===== src/rtl/acq_capture_ctrl.sv =====
// Acquisition sequencer: circular sample capture into a 2^ADDR_W RAM with
// level/slope trigger and a fixed pre/post-trigger window.
module acq_capture_ctrl #(
  parameter int unsigned ADDR_W = 10,
  parameter int unsigned DATA_W = 8
) (
  input  logic              clk,
  input  logic              reset_n,
  input  logic [DATA_W-1:0] sample_i,
  input  logic              sample_en_i,
  input  logic              arm_i,
  input  logic              abort_i,
  input  logic              force_trig_i,
  input  logic [DATA_W-1:0] trig_level_i,
  input  logic              trig_slope_i,
  input  logic [ADDR_W-1:0] pretrig_len_i,
  output logic              wr_en_o,
  output logic [ADDR_W-1:0] wr_addr_o,
  output logic [DATA_W-1:0] wr_data_o,
  output logic              busy_o,
  output logic              triggered_o,
  output logic              done_o,
  output logic [ADDR_W-1:0] trig_addr_o,
  output logic [ADDR_W-1:0] start_addr_o
);

  typedef enum logic [2:0] {
    S_IDLE      = 3'd0,
    S_PRE       = 3'd1,
    S_WAIT_TRIG = 3'd2,
    S_POST      = 3'd3,
    S_DONE      = 3'd4
  } state_e;

  state_e              state_q, state_d;
  logic [ADDR_W-1:0]   ptr_q, ptr_d;
  logic [ADDR_W-1:0]   pre_cnt_q, pre_cnt_d;
  logic [ADDR_W-1:0]   post_cnt_q, post_cnt_d;
  logic [DATA_W-1:0]   prev_q, prev_d;
  logic                prev_valid_q, prev_valid_d;
  logic [DATA_W-1:0]   level_q, level_d;
  logic                slope_q, slope_d;
  logic [ADDR_W-1:0]   pretrig_q, pretrig_d;
  logic                wr_en_q, wr_en_d;
  logic [ADDR_W-1:0]   wr_addr_q, wr_addr_d;
  logic [DATA_W-1:0]   wr_data_q, wr_data_d;
  logic                busy_q, busy_d;
  logic                triggered_q, triggered_d;
  logic                done_q, done_d;
  logic [ADDR_W-1:0]   trig_addr_q, trig_addr_d;
  logic [ADDR_W-1:0]   start_addr_q, start_addr_d;

  logic                in_capture;
  logic                accept;
  logic                rise_hit;
  logic                fall_hit;
  logic                trig_hit;
  logic [ADDR_W-1:0]   ptr_inc;
  logic [ADDR_W-1:0]   pre_cnt_inc;

  // Accepted-sample qualification and trigger detection on the live sample
  assign in_capture  = (state_q == S_PRE) || (state_q == S_WAIT_TRIG) || (state_q == S_POST);
  assign accept      = in_capture && sample_en_i;
  assign rise_hit    = prev_valid_q && (prev_q < level_q) && (sample_i >= level_q);
  assign fall_hit    = prev_valid_q && (prev_q > level_q) && (sample_i <= level_q);
  assign trig_hit    = force_trig_i || (slope_q ? fall_hit : rise_hit);
  assign ptr_inc     = ptr_q + ADDR_W'(1);
  assign pre_cnt_inc = pre_cnt_q + ADDR_W'(1);

  always_ff @(posedge clk or negedge reset_n) begin
    if (!reset_n) begin
      state_q      <= S_IDLE;
      ptr_q        <= '0;
      pre_cnt_q    <= '0;
      post_cnt_q   <= '0;
      prev_q       <= '0;
      prev_valid_q <= 1'b0;
      level_q      <= '0;
      slope_q      <= 1'b0;
      pretrig_q    <= '0;
      wr_en_q      <= 1'b0;
      wr_addr_q    <= '0;
      wr_data_q    <= '0;
      busy_q       <= 1'b0;
      triggered_q  <= 1'b0;
      done_q       <= 1'b0;
      trig_addr_q  <= '0;
      start_addr_q <= '0;
    end else begin
      state_q      <= state_d;
      ptr_q        <= ptr_d;
      pre_cnt_q    <= pre_cnt_d;
      post_cnt_q   <= post_cnt_d;
      prev_q       <= prev_d;
      prev_valid_q <= prev_valid_d;
      level_q      <= level_d;
      slope_q      <= slope_d;
      pretrig_q    <= pretrig_d;
      wr_en_q      <= wr_en_d;
      wr_addr_q    <= wr_addr_d;
      wr_data_q    <= wr_data_d;
      busy_q       <= busy_d;
      triggered_q  <= triggered_d;
      done_q       <= done_d;
      trig_addr_q  <= trig_addr_d;
      start_addr_q <= start_addr_d;
    end
  end

  always_comb begin
    state_d      = state_q;
    ptr_d        = ptr_q;
    pre_cnt_d    = pre_cnt_q;
    post_cnt_d   = post_cnt_q;
    prev_d       = prev_q;
    prev_valid_d = prev_valid_q;
    level_d      = level_q;
    slope_d      = slope_q;
    pretrig_d    = pretrig_q;
    wr_en_d      = 1'b0;
    wr_addr_d    = wr_addr_q;
    wr_data_d    = wr_data_q;
    triggered_d  = triggered_q;
    trig_addr_d  = trig_addr_q;
    start_addr_d = start_addr_q;

    if (abort_i) begin
      state_d     = S_IDLE;
      triggered_d = 1'b0;
    end else begin
      // Every accepted sample is written and becomes the slope reference
      if (accept) begin
        wr_en_d      = 1'b1;
        wr_addr_d    = ptr_q;
        wr_data_d    = sample_i;
        ptr_d        = ptr_inc;
        prev_d       = sample_i;
        prev_valid_d = 1'b1;
      end

      unique case (state_q)
        S_IDLE, S_DONE: begin
          if (arm_i) begin
            level_d      = trig_level_i;
            slope_d      = trig_slope_i;
            pretrig_d    = pretrig_len_i;
            ptr_d        = '0;
            pre_cnt_d    = '0;
            post_cnt_d   = '0;
            prev_valid_d = 1'b0;
            triggered_d  = 1'b0;
            state_d      = (pretrig_len_i == '0) ? S_WAIT_TRIG : S_PRE;
          end
        end
        S_PRE: begin
          if (accept) begin
            pre_cnt_d = pre_cnt_inc;
            if (pre_cnt_inc == pretrig_q) state_d = S_WAIT_TRIG;
          end
        end
        S_WAIT_TRIG: begin
          if (accept && trig_hit) begin
            trig_addr_d = ptr_q;
            triggered_d = 1'b1;
            post_cnt_d  = ~pretrig_q;
            // A full pre-trigger window leaves no post samples
            if (pretrig_q == '1) begin
              state_d      = S_DONE;
              start_addr_d = ptr_inc;
            end else begin
              state_d = S_POST;
            end
          end
        end
        S_POST: begin
          if (accept) begin
            post_cnt_d = post_cnt_q - ADDR_W'(1);
            if (post_cnt_q == ADDR_W'(1)) begin
              state_d      = S_DONE;
              start_addr_d = ptr_inc;
            end
          end
        end
        default: state_d = S_IDLE;
      endcase
    end

    busy_d = (state_d == S_PRE) || (state_d == S_WAIT_TRIG) || (state_d == S_POST);
    done_d = (state_d == S_DONE);
  end

  assign wr_en_o      = wr_en_q;
  assign wr_addr_o    = wr_addr_q;
  assign wr_data_o    = wr_data_q;
  assign busy_o       = busy_q;
  assign triggered_o  = triggered_q;
  assign done_o       = done_q;
  assign trig_addr_o  = trig_addr_q;
  assign start_addr_o = start_addr_q;

endmodule


===== config.mk =====
export PLATFORM = sky130hd
export DESIGN_NAME = acq_capture_ctrl
export DESIGN_NICKNAME = d
export VERILOG_FILES = /design/src/rtl/acq_capture_ctrl.sv
export SDC_FILE = /design/constraint.sdc
export NUM_CORES = 1
export LEC_CHECK = 0
export ABC_AREA = 1
export CORE_MARGIN = 2
export CORE_UTILIZATION = 50
export DETAILED_ROUTE_END_ITERATION = 10
export PLACE_DENSITY = 0.77
export SKIP_CTS_REPAIR_TIMING = 1
export SLEW_MARGIN = 10
export SYNTH_ARGS = -nofsm -noshare
export SYNTH_HDL_FRONTEND = slang
export SYNTH_SLANG_ARGS = --single-unit

===== constraint.sdc =====
create_clock -name clk -period 1.8 [get_ports clk]
set_input_delay 0.54 -clock clk [delete_from_list [all_inputs] [get_ports clk]]
set_output_delay 0.54 -clock clk [all_outputs]
set_load 0.02 [all_outputs]

==> out/results.ini <==
[timing]
finalCriticalPeriod_ns=2.05
fin_crit_sh_pct=114
rsz0062_at_grt=true
clock_skew_ns=0.0151
maxSlewViolCount=0
setup_violations=36
layout_setup_ws_ns=-0.249
fmax_mhz=488
tightest_slew_ns=0.396
relSlewSlack_pct=73.6
hold_violations=0

[synth]
synth_edf_count=0
synth_seq_area_share_pct=45.7
synth_fp_nets=701
synth-main-ff-cell=dfrtp_1
synth-async-reset-ratio_pct=100
yosysUniqueCellTypes=45
avgSynthCellArea_um2=8.03
synthCells=648
synth_common_cells=nand2_1, dfrtp_1, inv_1
synthesis.area_um2=5210
synth_top_cell_by_area=dfrtp_1
ys_ff_latch=95
yosysTopAreaCellShare_pct=45.7
synthTopCellsByArea=dfrtp_1, nand2_1, inv_1, ha_1, o21ai_0
synth_warnings=0
synth.most_common_cell=nand2_1

[finish]
diodes=0
layout-drive-gt1-share_pct=23.0
layout.nets=841
final_area_um2=7250
syn2layout_area_growth_pct=39.2

[die]
die_area_um2=11200
core_um2=10200
die_x_um=106
boundaryPins=75
die-height_um=106
start_util_pct=50.9
row_count=37

[power_and_ir_drop]
seqPwrFrac_pct=45.0
p_int_uw=3700
ir_drop_mv=0.637
powerDensity_nw_per_um2=782
comb_power_share_pct=30.5
p_sw_share_pct=34.7
p_clk_share_pct=24.5
p_switching_uw=1970
cellLeakagePower_uw=0.00408

[clocking]
cts.clk_slew.worst_paths_ns=0.10
cts_root_buffer=clkbuf_8
cts_inserted_buffers=9
clock_latency_ns=0.38
tritoncts=done
clk_path_buf_depth=2
h-tree-depth=3
clock-sinks=95

[routing]
post-route-drc-count=0
viasPerCell=5.25
num_vias=4877
drtIter0Drc=261
ant_nets=0
wl_per_cell_um=15.2
wl_mm=14.2
first_pass_iters=8

[placement]
dp_hpwl_mm=10.3
portBuffers=74
placed_cell_area_um2=6680
dp_slack_ns=-0.823
gp_congestion=0.939

[outcome]
status=finished with violations
violations=negative setup slack

[grt]
grt_start_max_net_pins=44
grt_pass1_wl_mm=22.3
use_met2_pct=44.1
grt_pass1_vias=4821
antenna_found_initial=0
grtUsageMet3_pct=4.78
globalRouteOverflowTotal=0
gr-max-usage-layer=met2
grt_usage_pct=25.0
grt_util_met1_pct=30.1

[worst_setup_path]
end_kind=flop
start_kind=flop
r2r_setup_slack_ns=-0.25
critical_path_class=flop to flop
cp_data_required_time_ns=2.06
arrival_ns=2.31
timing.critical_path.fanout_max=10

[min_path]
hp-class=primary input to asynchronous set/reset pin

[run]
maxCapViolations=0

[path summary, 6_finish.rpt]
path                              start       endpoint  cells after the start
max                        wr_data_o[7]  post_cnt_q[9]                     13
min                             reset_n   pre_cnt_q[6]                      1
max reg2reg                wr_data_o[7]  post_cnt_q[9]                     13
min reg2reg                wr_addr_o[7]   wr_addr_o[7]                      2
max in group asynchronous       reset_n   wr_data_o[5]                      2
min in group clk            sample_i[1]   wr_data_o[1]                      3
[worst max-delay path, stage by stage (launching register included)]
cell	delay (ns)
dfrtp_2	0.45
ha_4	0.28
nand2_2	0.06
nor2_1	0.13
nor2_2	0.06
a21oi_1	0.19
nand2_2	0.10
nand3_4	0.09
nand2_2	0.07
nand2_2	0.10
nand3_4	0.11
buf_12	0.16
nand2_1	0.08
o21ai_2	0.06
[logic make-up after synthesis]
kind of cell	synth area share, %
AND/OR/NAND/NOR	26.1
AO/OA/AOI/OAI	13.1
adder cells (fa/ha/maj)	4.81
XOR/XNOR	2.02
flip-flops	45.7
buffers and inverters	8.32
[metal layers]
layer / vias to the layer above / part of all wire (%)
met2: 136 / 52
li1: 2366 / -
met1: 2351 / 41
met3: 24 / 4.6
met5: - / 0
met4: 0 / 2.2
[cells in the final DEF (no fill, tap or decap), drive strengths merged, types with 9 or more instances in the layout]
cell           netlist  layout
nand2              192     194
a21oi               17      17
dfrtp               95      95
o22ai               16      16
inv                 90      95
ha                  20      20
clkbuf               4      11
dlymetal6s2s         0      51
xor2                 9       9
o21ai               75      75
nor2                51      51
buf                 11      68
nand3               34      34
nand4                9       9
clkdlybuf4s50        0      22
[layout make-up]
| cell class | instances | area [µm²] |
|---|---|---|
| Clock buffer | 10 | 128 |
| Clock inverter | 6 | 58.8 |
| Fill cell | 762 | 2980 |
| Inverter | 91 | 342 |
| Multi-Input combinational cell | 449 | 2710 |
| Sequential cell | 95 | 2380 |
| Tap cell | 136 | 170 |
| Timing Repair Buffer | 142 | 1460 |
[sequential cells by signal, summed over array words and instances (netlist names), 3 cells and up]
register / flops
wr_data_o: 8
trig_addr_o: 10
ptr_q: 10
state_q: 3
pretrig_q: 10
pre_cnt_q: 10
start_addr_o: 10
wr_addr_o: 10
post_cnt_q: 10
level_q: 8
[stage by stage]
step	total power [µW]	utilization [%]	cells	TNS, ns	hold WS (ns)
after global routing	6010	70.8	929	-9.27	0.0831
final	5670	70.8	929	-5.33	0.0754
after global placement	4140	65.3	905	-37.92	0.471
after CTS	5590	67.1	921	-17.94	0.0735
after floorplan	3430	-	648	-1.58	0.244
after detailed placement	4200	65.3	905	-41.86	0.475
[power groups by stage]
stage / Sequential, µW / Clock, µW / Combinational (µW)
3_3_place_gp: 2560 / 0 / 1580
2_1_floorplan: 2650 / 0 / 779
5_1_grt: 2570 / 1520 / 1920
3_5_place_dp: 2570 / 0 / 1630
6_report: 2550 / 1390 / 1730
4_1_cts: 2530 / 1420 / 1640
No activity file was read; power rests on OpenSTA's default activity.
